[src/rtl/compare_sort_controller_if.sv]
// rtl/compare_sort_controller_if.sv - stream and status bundle for compare_sort_controller
//
// Purpose: groups the upstream sample stream, the downstream sorted stream and
// the status outputs of compare_sort_controller into one interface.
// Signals:
//   inData       8  unsigned sample offered by the source
//   inValid      1  inData valid
//   inReady      1  controller accepts a sample (LOAD only)
//   outData      8  current sorted sample
//   outValid     1  outData valid (DRAIN only)
//   outReady     1  consumer accepts outData
//   busy         1  controller is sorting
//   compareCount 8  compares issued for the current block, saturating at 255
// Modports: master = source/consumer side, slave = controller side.

interface compare_sort_controller_if;
  logic [7:0] inData;
  logic       inValid;
  logic       inReady;
  logic [7:0] outData;
  logic       outValid;
  logic       outReady;
  logic       busy;
  logic [7:0] compareCount;

  modport master (
    output inData, inValid, outReady,
    input  inReady, outData, outValid, busy, compareCount
  );

  modport slave (
    input  inData, inValid, outReady,
    output inReady, outData, outValid, busy, compareCount
  );
endinterface

[src/rtl/compare_sort_controller.sv]
// rtl/compare_sort_controller.sv - in-place bubble sort of a DEPTH-sample block, one compare per clock
//
// Purpose: loads DEPTH unsigned 8-bit samples, bubble-sorts them in place using a
// single shared 8-bit comparator (one compare per clock), then drains them in order.
// Ports:
//   clock  in   single clock, rising edge
//   reset  in   synchronous, active-high
//   bus    slave modport of compare_sort_controller_if (in/out streams, busy, compareCount)
// Parameters:
//   DEPTH  samples per block, 2..16
// Build option:
//   SORT_DESCENDING_EN  when defined, swap on P<Q so the block drains largest first;
//                       default swaps on P>Q (ascending). Ties never swap in either build.

module compare_sort_controller #(
  parameter int DEPTH = 8
) (
  input logic                      clock,
  input logic                      reset,
  compare_sort_controller_if.slave bus
);

  localparam int IDX_W = $clog2(DEPTH);
  // Buffer rounded up to a power of two so idx+1 is always a legal address.
  localparam int BUF_N = 1 << IDX_W;
  localparam logic [IDX_W-1:0] IDX_LAST  = IDX_W'(DEPTH - 1);
  localparam logic [IDX_W-1:0] PASS_LAST = IDX_W'(DEPTH - 2);

  localparam logic [1:0] ST_LOAD  = 2'b00;
  localparam logic [1:0] ST_SORT  = 2'b01;
  localparam logic [1:0] ST_DRAIN = 2'b10;

  logic [1:0]       state;
  logic [IDX_W-1:0] idx;
  logic [IDX_W-1:0] pass;
  logic             swapped;
  logic [7:0]       count;
  logic [7:0]       mem [BUF_N];

  logic [IDX_W-1:0] idx_pair;
  logic [7:0]       p;
  logic [7:0]       q;
  logic             swap_needed;
  logic             last_in_pass;
  logic             load_fire;
  logic             drain_fire;

  assign idx_pair = idx + IDX_W'(1);
  assign p        = mem[idx];
  assign q        = mem[idx_pair];

  // Shared comparator: strict inequality keeps equal samples in their original order.
`ifdef SORT_DESCENDING_EN
  assign swap_needed = (p < q);
`else
  assign swap_needed = (p > q);
`endif

  // Each pass shortens by one: the largest remaining element has bubbled to the end.
  assign last_in_pass = (idx == (PASS_LAST - pass));
  assign load_fire    = (state == ST_LOAD) && bus.inValid;
  assign drain_fire   = (state == ST_DRAIN) && bus.outReady;

  assign bus.inReady      = (state == ST_LOAD);
  assign bus.busy         = (state == ST_SORT);
  assign bus.outValid     = (state == ST_DRAIN);
  assign bus.outData      = (state == ST_DRAIN) ? mem[idx] : 8'd0;
  assign bus.compareCount = count;

  // Sample storage: no reset, contents are meaningless until a block is loaded.
  always_ff @(posedge clock) begin
    if (load_fire) begin
      mem[idx] <= bus.inData;
    end else if ((state == ST_SORT) && swap_needed) begin
      mem[idx]      <= q;
      mem[idx_pair] <= p;
    end
  end

  always_ff @(posedge clock) begin
    if (reset) begin
      state   <= ST_LOAD;
      idx     <= '0;
      pass    <= '0;
      swapped <= 1'b0;
      count   <= 8'd0;
    end else begin
      case (state)
        ST_LOAD: begin
          if (load_fire) begin
            if (idx == IDX_LAST) begin
              state   <= ST_SORT;
              idx     <= '0;
              pass    <= '0;
              swapped <= 1'b0;
            end else begin
              idx <= idx + IDX_W'(1);
            end
          end
        end

        ST_SORT: begin
          if (count != 8'd255) begin
            count <= count + 8'd1;
          end
          if (swap_needed) begin
            swapped <= 1'b1;
          end
          if (last_in_pass) begin
            // The swap made by this final compare counts toward the pass, otherwise a
            // pass whose only swap is its last pair would end the sort too early.
            if (!(swapped || swap_needed) || (pass == PASS_LAST)) begin
              state <= ST_DRAIN;
              idx   <= '0;
            end else begin
              pass    <= pass + IDX_W'(1);
              idx     <= '0;
              swapped <= 1'b0;
            end
          end else begin
            idx <= idx + IDX_W'(1);
          end
        end

        ST_DRAIN: begin
          if (drain_fire) begin
            if (idx == IDX_LAST) begin
              state <= ST_LOAD;
              idx   <= '0;
              count <= 8'd0;
            end else begin
              idx <= idx + IDX_W'(1);
            end
          end
        end

        default: begin
          state   <= ST_LOAD;
          idx     <= '0;
          pass    <= '0;
          swapped <= 1'b0;
          count   <= 8'd0;
        end
      endcase
    end
  end

endmodule
[src/flat_wrapper.sv]
// flat-port wrapper written by rule: the top's interface ports become plain ports
module compare_sort_controller_flat 
#(
  parameter int DEPTH = 8
)
  (clock, reset, bus_inData, bus_inValid, bus_outReady, bus_inReady, bus_outData, bus_outValid, bus_busy, bus_compareCount);
  compare_sort_controller_if bus_i ();
  input logic clock;
  input logic reset;
  input wire logic [$bits(bus_i.inData)-1:0] bus_inData;
  input wire logic [$bits(bus_i.inValid)-1:0] bus_inValid;
  input wire logic [$bits(bus_i.outReady)-1:0] bus_outReady;
  output wire logic [$bits(bus_i.inReady)-1:0] bus_inReady;
  output wire logic [$bits(bus_i.outData)-1:0] bus_outData;
  output wire logic [$bits(bus_i.outValid)-1:0] bus_outValid;
  output wire logic [$bits(bus_i.busy)-1:0] bus_busy;
  output wire logic [$bits(bus_i.compareCount)-1:0] bus_compareCount;
  assign bus_i.inData = bus_inData;
  assign bus_i.inValid = bus_inValid;
  assign bus_i.outReady = bus_outReady;
  assign bus_inReady = bus_i.inReady;
  assign bus_outData = bus_i.outData;
  assign bus_outValid = bus_i.outValid;
  assign bus_busy = bus_i.busy;
  assign bus_compareCount = bus_i.compareCount;
  compare_sort_controller #(.DEPTH(DEPTH)) u_core (.clock(clock), .reset(reset), .bus(bus_i));
endmodule
[config.mk]
export PLATFORM = sky130hd
export DESIGN_NAME = compare_sort_controller_flat
export DESIGN_NICKNAME = d
export VERILOG_FILES = /design/src/rtl/compare_sort_controller_if.sv /design/src/rtl/compare_sort_controller.sv /design/src/flat_wrapper.sv
export SDC_FILE = /design/constraint.sdc
export NUM_CORES = 1
export LEC_CHECK = 0
export CORE_ASPECT_RATIO = 1.75
export CORE_MARGIN = 2
export CORE_UTILIZATION = 34
export CTS_BUF_LIST = sky130_fd_sc_hd__clkbuf_4
export CTS_CLUSTER_SIZE = 14
export DETAILED_ROUTE_END_ITERATION = 8
export PLACE_DENSITY_LB_ADDON = 0.3
export SLEW_MARGIN = 20
export SYNTH_ARGS = -nofsm -noshare
export SYNTH_HDL_FRONTEND = slang
export SYNTH_SLANG_ARGS = --single-unit
[constraint.sdc]
create_clock -name clock -period 9.9 [get_ports clock]
set_input_delay 1.98 -clock clock [delete_from_list [all_inputs] [get_ports clock]]
set_output_delay 1.98 -clock clock [all_outputs]
set_load 0.05 [all_outputs]
* Word level (Yosys, flattened, before mapping)
Memories as Yosys holds them, arrays and structs flattened. A register that Yosys moved wholly into a read port is not among the register bits.
Index checks and enable logic that the tools add are counted.
** Storage, ports and cells
- Register bits after elaboration :: 17
- Word-level logic and storage cells :: 76
- RAM bits :: 64
- Memories :: 1
- Output and inout bits :: 19
- Input port bits :: 12
** Memories
- u_core.mem :: words 8, width 8, read ports 2, clocked after memory_dff 1, write ports 2, line compare_sort_controller.sv:38 : logic [7:0] mem [BUF_N];
** Operators by class
- Add/subtract/negate cells :: 4
- Bitwise operators :: 3
- Order comparisons :: 1
- Equal/unequal tests :: 14
- Muxes and demuxes :: 36
- Reduce and logical (&&, ||, !) cells :: 12
** Operators by type and width (count)
- two-way mux 8 bit :: 5
- two-way mux 3 bit :: 10
- case mux 8 bit (3 select lines) :: 1
- case mux 3 bit (3 select lines) :: 2
- != test 2 x 1 -> 1 bit, second input constant :: 7
- two-way mux 2 bit :: 6
- two-way mux 1 bit :: 10
- adder 8 x 1 -> 8 bit, second input constant :: 1
- greater-than comparator 8 bit :: 1
- != test 8 bit, second input constant :: 1
- adder 3 x 1 -> 3 bit, second input constant :: 2
- equality test 3 bit, second input constant :: 2
- case mux 2 bit (3 select lines) :: 1
- AND reduction 6 bit :: 1
- AND reduction 5 bit :: 1
- AND reduction 4 bit :: 1
- equality test 3 bit :: 1
- logical AND 1 bit :: 3
- case mux 1 bit (3 select lines) :: 1
- AND reduction 3 bit :: 1
- subtractor 3 bit, first input constant :: 1
- equality test 2 x 1 -> 1 bit, second input constant :: 1
- equality test 2 bit, second input constant :: 1
- logical NOT 2 bit :: 1
- 6 further kinds :: 8

* Logic depth before layout (Yosys ltp)
An unclocked memory read counts as a cell.
- Depth in word-level cells :: 9
- Depth in mapped cells :: 18
- Gate-level depth less buffers :: 14

* Least setup slack after synthesis
OpenSTA, ideal clock, no wires.
- Path kind :: register to register
- Start :: register u_core.idx[0]
- End :: memory u_core.mem[0][0], enable pin
- Path buffers :: 4
- Setup slack :: 5.257 ns
- Setup time :: 0.398 ns
- Arrival time :: 4.245 ns
- Clock period less this slack :: 4.643 ns
- Required time :: 9.502 ns
- Stages on the path, launching flop included :: 18
- Cell sequence :: dfxtp_1 > ha_1 > ha_1 > buf_4 > buf_6 > buf_6 > nand2_1 > mux4_2 > o21ai_2 > inv_1 > ha_1 > nor2b_1 > o211ai_1 > a21o_1 > a211o_1 > buf_2 > o31a_1 > o41ai_1
** RTL lines
- from (decl) :: line compare_sort_controller.sv:34 : logic [IDX_W-1:0] idx;
- from (signal assigned) :: line compare_sort_controller.sv:97 : idx <= idx + IDX_W'(1);
- from (signal assigned) :: line compare_sort_controller.sv:121 : idx <= idx + IDX_W'(1);
- from (signal assigned) :: line compare_sort_controller.sv:132 : idx <= idx + IDX_W'(1);
- to (decl) :: line compare_sort_controller.sv:38

==> results.sh <==
export IMPL_status="completed"
export IMPL_syn2layout_area_growth_pct=11.0
export IMPL_synth_seq_area_share_pct=42.3
export IMPL_wire_per_inst_um=21.1
export IMPL_routed_via_density=5.75
export IMPL_async_flop_share_pct=0
export IMPL_synthDistinctLibCells=59
export IMPL_ff2ff_setup_slack_ns=4.54
export IMPL_die_area_um2=17200
export IMPL_worst_pin_slew_ns=1.16
export IMPL_dpl_hpwl_mm=10.9
export IMPL_fin_crit_ns=5.36
export IMPL_slew_violations=0
export IMPL_worstSetupEndpointType="flop"
export IMPL_cts_buffers=9
export IMPL_synth_edf_count=64
export IMPL_grt_max_degree=78
export IMPL_initial_core_util_pct=34.6
export IMPL_r2r_end="u_core.mem[7][7]"
export IMPL_rsz0062_at_grt="no"
export IMPL_critPathArrivalTime_ns=5.42
export IMPL_fin_area_um2=6100
export IMPL_final_nets=571
export IMPL_clock_sinks=84
export IMPL_clock_root_buffer="clkbuf_4"
export IMPL_leakagePower_nw=2.11
export IMPL_cts_max_level=3
export IMPL_netlist_area_leader_share_pct=35.0
export IMPL_netlist_area_um2=5490
export IMPL_port_buffers=30
export IMPL_setup_viol=0
export IMPL_syn_nets=555
export IMPL_gp_congestion=0.825
export IMPL_grt_use_total_pct=18.6
export IMPL_crit_path_end="u_core.mem[7][7]"
export IMPL_crit_type="flop to flop"
export IMPL_maxSlewHeadroom_pct=22.4
export IMPL_hold_path_class="flop to flop"
export IMPL_reg2reg_depth=12
export IMPL_tritoncts="yes"
export IMPL_final_layout_size_suffix_gt1_share_pct=16.0
export IMPL_finalCritPeriodShare_pct=54.1
export IMPL_grt_pass1_vias=4316
export IMPL_synth_cells=529
export IMPL_cp_max_fo=77
export IMPL_gr_total_overflow=0
export IMPL_postPlaceCellArea_um2=5960
export IMPL_dr_first_iter_drc_count=349
export IMPL_synth_largest_area_cell="edfxtp_1"
export IMPL_setup_tns_ns=0
export IMPL_synth_avg_cell_area_um2=10.4
export IMPL_core_area_um2=15900
export IMPL_ant_nets=0
export IMPL_cts_hold_buf=0
export IMPL_ios=31
export IMPL_route_detailed_drc=0
export IMPL_vias=4252
export IMPL_synthTopCellsByArea="edfxtp_1, mux4_2, dfxtp_1, o21ai_0, mux2i_1"
export IMPL_drv_cap=0
export IMPL_timing_rr_start="u_core.idx[1]"
export IMPL_peakVddDrop_mv=0.0635
export IMPL_cp_required_ns=9.96
export IMPL_layout_filler_cells=1549
export IMPL_synth_common_cells="o21ai_0, edfxtp_1, nand2_1, nor2_1, a21oi_1"
export IMPL_ys_warn_count=0
export IMPL_rows=61
export IMPL_ys_flop_type="edfxtp_1"
export IMPL_fmax_ghz=0.187
export IMPL_postCtsSetupRepairBufs=0
export IMPL_path_clk_slew_ns=0.15
export IMPL_crit_start="u_core.idx[1]"
export IMPL_clock_path_buffers=2
export IMPL_start_kind="flop"
export IMPL_fin_skew_ns=0.0236
export IMPL_dr_pass1_iters=5
export IMPL_fp_dieH_um=172
export IMPL_clk_latency_ns=0.45
export IMPL_hold_viol_final=0
export IMPL_ys_seq_elements=84
export IMPL_chipWidth_um=100
export IMPL_synth_most_common_cell="o21ai_0"
export IMPL_grt_pass1_wl_mm=23.8
export IMPL_p_per_area_nw_per_um2=135
export IMPL_routed_wl_mm=15.6
export IMPL_cts_resized=0
export IMPL_antenna_found_initial=1
[cell type report]
cell class / instances / area (um^2) / area share (%)
Clock buffer: 10 / 75.1 / 1.23
Clock inverter: 6 / 65.1 / 1.07
Inverter: 12 / 45.0 / 0.738
Timing Repair Buffer: 43 / 398 / 6.52
Tap cell: 189 / 236 / 3.88
Sequential cell: 84 / 2320 / 38.1
Multi-Input combinational cell: 395 / 2960 / 48.5
Antenna cell: 1 / 2.50 / 0.0410
[cells in the final DEF, fill, tap and decap left out, types with 5 or more instances in the layout]
master and n:
a21oi_1 35, buf_4 13, clkbuf_4 10, clkdlybuf4s50_1 30, dfxtp_1 20, edfxtp_1 64
ha_1 14, inv_1 10, mux2_2 9, mux2i_1 21, mux2i_2 5, mux4_2 29
nand2_1 46, nand2b_1 6, nand3_1 9, nand4_1 5, nor2_1 45, nor2b_1 10
nor3_1 5, o21ai_0 65, o21ai_1 29, xor2_1 7
[flip-flops by register name, indices dropped and copies added (netlist names), named ones only]
name and flops:
u_core.bus.compareCount 8, u_core.idx 3, u_core.mem 64, u_core.pass 3, u_core.state 2, u_core.swapped 1
[how the worst min path moves through the flow]
| stage | startpoint | depth (start not counted) | end | slack, ns |
|---|---|---|---|---|
| floorplan | u_core.swapped | 2 | u_core.swapped | 0.46 |
| global placement | u_core.swapped | 2 | u_core.swapped | 0.47 |
| detailed placement | u_core.swapped | 2 | u_core.swapped | 0.49 |
| CTS | u_core.swapped | 2 | u_core.swapped | 0.51 |
| global route | u_core.swapped | 2 | u_core.swapped | 0.54 |
| finish | u_core.swapped | 2 | u_core.swapped | 0.52 |
[critical path: stages, from the launching register on]
cell	delay, ns
dfxtp_1	0.45
ha_1	0.24
ha_1	0.27
buf_4	0.39
mux4_2	0.57
mux2i_2	0.50
ha_1	0.26
nand4_1	0.15
a21o_1	0.20
a211o_2	0.32
buf_4	0.34
o31a_1	0.30
o22ai_1	0.93
[cells by family (layout without fill, tap and decap cells)]
group | after synthesis | after routing | share of synthesized area (%)
buffers and inverters | 50 | 71 | 4.19
adders and majority gates | 14 | 14 | 3.19
AOI/OAI and AO/OA | 160 | 160 | 16.4
DFF | 84 | 84 | 42.3
xor gates and xnor gates | 10 | 10 | 1.85
other | 0 | 1 | 0
and+or+nand+nor | 145 | 145 | 12.9
muxes | 66 | 66 | 19.2
[report_power, final]
group	internal, mW	switching (mW)	total, mW
Clock	0.0799	0.124	0.204
Sequential	0.387	0.00789	0.395
Combinational	0.0915	0.133	0.224
[metal layers]
metal	part of all wire [%]	GRT usage (%)	vias to the layer above
met5	0	0	-
met4	4.3	9.71	0
met3	3.7	3.27	34
met2	55	34.8	131
met1	37	19.6	2070
li1	-	-	2017
[through the flow]
stage | total power [mW] | utilization [%] | hold WS [ns] | setup slack (ns) | cells
after CTS | 0.829 | 38.4 | 0.511 | 4.56 | 739
final | 0.824 | 38.4 | 0.524 | 4.54 | 740
after global placement | 0.622 | 37.5 | 0.471 | 4.66 | 723
after global routing | 0.866 | 38.4 | 0.539 | 4.26 | 740
after detailed placement | 0.626 | 37.5 | 0.490 | 4.60 | 723
after floorplan | 0.570 | - | 0.459 | 5.26 | 529
Power figures use the tool's default switching activity.
==> edit 1: new RTL, same settings <==
Build with the macro `SORT_DESCENDING_EN` defined.
--- a/src/rtl/compare_sort_controller.sv
+++ b/src/rtl/compare_sort_controller.sv
@@ -13,2 +13,4 @@
 //                       default swaps on P>Q (ascending). Ties never swap in either build.
+
+`define SORT_DESCENDING_EN
 
Function: same outputs for any inputs over 10 cycles, from zero or initial values and one cycle with reset high; that may be too few to reach the edited logic, so the function may still have changed.
==> edit 1 against the unedited design <==
  * Sequential cell count did not move
  * Worst setup slack got worse by 1000 ps
  * Power fell by 2.0%
  * Critical path type unchanged
  * Highest routed layer unchanged
  * Wire length rose by 8.7%
  * Synthesized area fell by 0.21%
  * Critical path depth rose by 1
  * Cell area rose by 0.31%
==> edit 1: results (changes against the unedited design) <==
| Metric | Value |
|---|---|
| Setup Skew | 26.1 ps (was 23.6 ps) |
| First-pass GRT wire length | 26.2 mm (was 23.8 mm) |
| Slew HR | 25.0% (was 22.4%) |
| Routability cong. | 0.965 (was 0.825) |
| Syn Nets | 580 (was 555) |
| DR WL met2 | 9.08 mm (was 8.52 mm) |
| Worst VDD drop | 0.0000665 V (was 0.0000635 V) |
| Detailed Route Iter0 Violations | 536 (was 349) |
| Comb power | 0.177 mW (was 0.224 mW) |
| Finished Layout Cells | 763 (was 740) |
| Post-synthesis sequential area ratio | 42.4% (was 42.3%) |
| Final hold slack | 533 ps (was 524 ps) |
| Critical-path maximum fanout | 68 (was 77) |
| Post-synthesis compound-gate area fraction | 17.3% (was 16.4%) |
| Critical-path top delay cell | a21oi_1 (was o22ai_1) |
| Largest net degree at the start of global routing | 69 (was 78) |
| Largest cells by area after synthesis | edfxtp_1 (35%), mux4_2 (10%), o21ai_0 (8.7%) (was edfxtp_1 (35%), mux4_2 (12%), dfxtp_1 (7.3%)) |
| Placed Cells | 746 (was 723) |
| Worst endpoint data arrival time | 6430 ps (was 5420 ps) |
| Wirelength, routed | 16.9 mm (was 15.6 mm) |
| Mux share of post-synthesis cell area | 15.7% (was 19.2%) |
| Total Power | 0.807 mW (was 0.824 mW) |
| Met3 GRT Util | 3.52% (was 3.27%) |
| Status | finished clean (unchanged) |
| Reg power frac | 48.9% (was 48.0%) |
| Layout cells sized above 1 | 13.8% (was 16.0%) |
| Setup WS pre-CTS | 3650 ps (was 4600 ps) |
| Global-route total usage across every layer | 20.3% (was 18.6%) |
| Synth Area in XOR/XNOR | 1.53% (was 1.85%) |
| Net Switching | 0.249 mW (was 0.265 mW) |
| Leakage | 2.08 nW (was 2.11 nW) |
| CP peak stage delay | 880 ps (was 930 ps) |
| Met3 wire length | 1.08 mm (was 573 microns) |
| Final #Nets | 593 (was 571) |
| Library cells used by synthesis | 53 (was 59) |
| Met2 usage | 37.3% (was 34.8%) |
edit 1: cell count changes after synthesis, sizes merged, moves of 4 or more:
cell / before / now
a21oi: 36 / 50
clkbuf: 18 / 28
nor2: 45 / 54
nor2b: 10 / 2
buf: 20 / 13
nand3b: 2 / 9
nand2: 46 / 52
nand4: 5 / 11
mux2: 11 / 6
mux4: 29 / 25
edit 1: final timing paths:
check / startpoint / endpoint / depth (start not counted)
min reg2reg: u_core.bus.compareCount[5] / u_core.bus.compareCount[5] / 2
max: u_core.idx[0] / u_core.mem[1][7] / 13
min: u_core.bus.compareCount[5] / u_core.bus.compareCount[5] / 2
max reg2reg: u_core.idx[0] / u_core.mem[1][7] / 13
edit 1: layout make-up:
type	count	area, sq um	area share (%)
Timing Repair Buffer	43	398	6.50
Clock buffer	9	67.6	1.10
Antenna cell	1	2.50	0.0409
Multi-Input combinational cell	416	2940	48.0
Tap cell	189	236	3.87
Clock inverter	7	98.8	1.62
Inverter	14	52.6	0.859
Sequential cell	84	2320	38.0
==> edit 2: new RTL, config.mk and constraints unchanged <==
Made on the original files. Reset style: asynchronous (`reset`), changed in one clocked block.
--- a/src/rtl/compare_sort_controller.sv
+++ b/src/rtl/compare_sort_controller.sv
@@ -79,3 +79,3 @@
 
-  always_ff @(posedge clock) begin
+  always_ff @(posedge clock or posedge reset) begin
     if (reset) begin
Check against the original RTL: differs if reset is asserted again (counterexample within 10 cycles, from zero or initial values and one cycle with reset high); with reset held inactive, the same outputs for 10 cycles.
==> edit 2 against the unedited design <==
  * Synthesized cell count down 10%
  * Clock skew down 2.1 ps
  * Worst setup slack worse by 470 ps
  * Wire length up 4.1%
  * Sequential cell count down 3
  * Synthesized area up 2.0%
  * Cell area down 0.68%
  * Critical endpoint is now u_core.mem[7][0]
  * Largest cell class unchanged
Power is left out: the tool's default activity adds up to more than one toggle a clock period on the data nets, which glitch-free logic cannot reach.
==> edit 2: results (changes against the unedited design) <==
| Metric | Value |
|---|---|
| Status | finished clean (unchanged) |
| Met1 Usage GRT | 20.4% (was 19.6%) |
| Worst Min Path Start | u_core.bus.compareCount[0] (was u_core.swapped) |
| Final HPWL DP | 12.0 mm (was 10.9 mm) |
| Critical-path top delay cell | a21oi_1 (was o22ai_1) |
| Post-synthesis sequential area ratio | 41.9% (was 42.3%) |
| Critical-path maximum fanout | 49 (was 77) |
| Layout cells sized above 1 | 18.0% (was 16.0%) |
| R2R depth | 13 (was 12) |
| End of the worst hold path | u_core.bus.compareCount[0] (was u_core.swapped) |
| Library cells used by synthesis | 73 (was 59) |
| Synth top cells by count | edfxtp_1 (64), mux2i_1 (62), nand2_1 (43), nor2_1 (32), o21ai_0 (27) (was o21ai_0 (65), edfxtp_1 (64), nand2_1 (46), nor2_1 (45), a21oi_1 (35)) |
| Finished Layout Cells | 692 (was 740) |
| Wirelength, routed | 16.2 mm (was 15.6 mm) |
| Reg2Reg Capture Point | u_core.mem[7][0] (was u_core.mem[7][7]) |
| Post-synth ARST share | 21.0% (was 0%) |
| Metal-1 WL | 5.72 mm (was 5.84 mm) |
| Largest net degree at the start of global routing | 50 (was 78) |
| DR WL met2 | 8.61 mm (was 8.52 mm) |
| Skew-Pair Late Insertion Delay | 470 ps (was 450 ps) |
| Final #Nets | 520 (was 571) |
| Detailed Route Iter0 Violations | 448 (was 349) |
| Syn Nets | 501 (was 555) |
| Routability cong. | 0.985 (was 0.825) |
| Worst hold path stage count | 1 (was 2) |
| Setup Skew | 21.5 ps (was 23.6 ps) |
| Routed vias | 4,045 (was 4,252) |
| Met2 usage | 33.3% (was 34.8%) |
| CP peak stage delay | 1020 ps (was 930 ps) |
| First-pass GRT wire length | 24.6 mm (was 23.8 mm) |
| Worst endpoint data arrival time | 5940 ps (was 5420 ps) |
| Met3 GRT Util | 3.15% (was 3.27%) |
| Global-route total usage across every layer | 19.0% (was 18.6%) |
| Slew HR | 26.8% (was 22.4%) |
| Post-layout minimum cycle time | 5830 ps (was 5360 ps) |
| Setup WS pre-CTS | 4040 ps (was 4600 ps) |
| Reg2reg start | u_core.idx[0] (was u_core.idx[1]) |
| Met3 wire length | 730 microns (was 573 microns) |
| Mapped Cells | 475 (was 529) |
| Post-place instance area | 0.00591 sq mm (was 0.00596 sq mm) |
| Final hold slack | 561 ps (was 524 ps) |
| Largest cells by area after synthesis | edfxtp_1 (34%), mux2i_1 (11%), dfrtp_1 (7.6%) (was edfxtp_1 (35%), mux4_2 (12%), dfxtp_1 (7.3%)) |
[edit 2: cell count changes after synthesis, sizes merged, moves of 7 or more]
cell and delta:
a22oi +7, mux4 -13, nor2 -9, buf +7, inv +11, a21oi -16, mux2i +42, dfxtp -20
clkbuf -14, o21ai -65, dfrtp +17
[edit 2: cell families (layout without fill, tap and decap cells)]
logic type               count (synthesis)  after routing  share of synthesized area [%]
AND/OR/NAND/NOR                        133            133                           12.3
AO/OA/AOI/OAI                           95             95                           13.0
multiplexers                            94             94                           22.0
flip-flops                              81             81                           41.9
buffers and inverters                   53             77                           6.92
adder cells (fa/ha/maj)                 14             14                           3.13
XOR/XNOR                                 5              5                          0.782
other                                    0              1                              0
[edit 2: area by class of cell]
cell class,count,area (sq um)
antenna,1,2.50
timing repair buffer,39,368
inverter,22,85.1
multi-input combinational,341,2870
sequential,81,2350
tap,192,240
clock buffer,9,67.6
fill,1581,10200
clock inverter,7,77.6
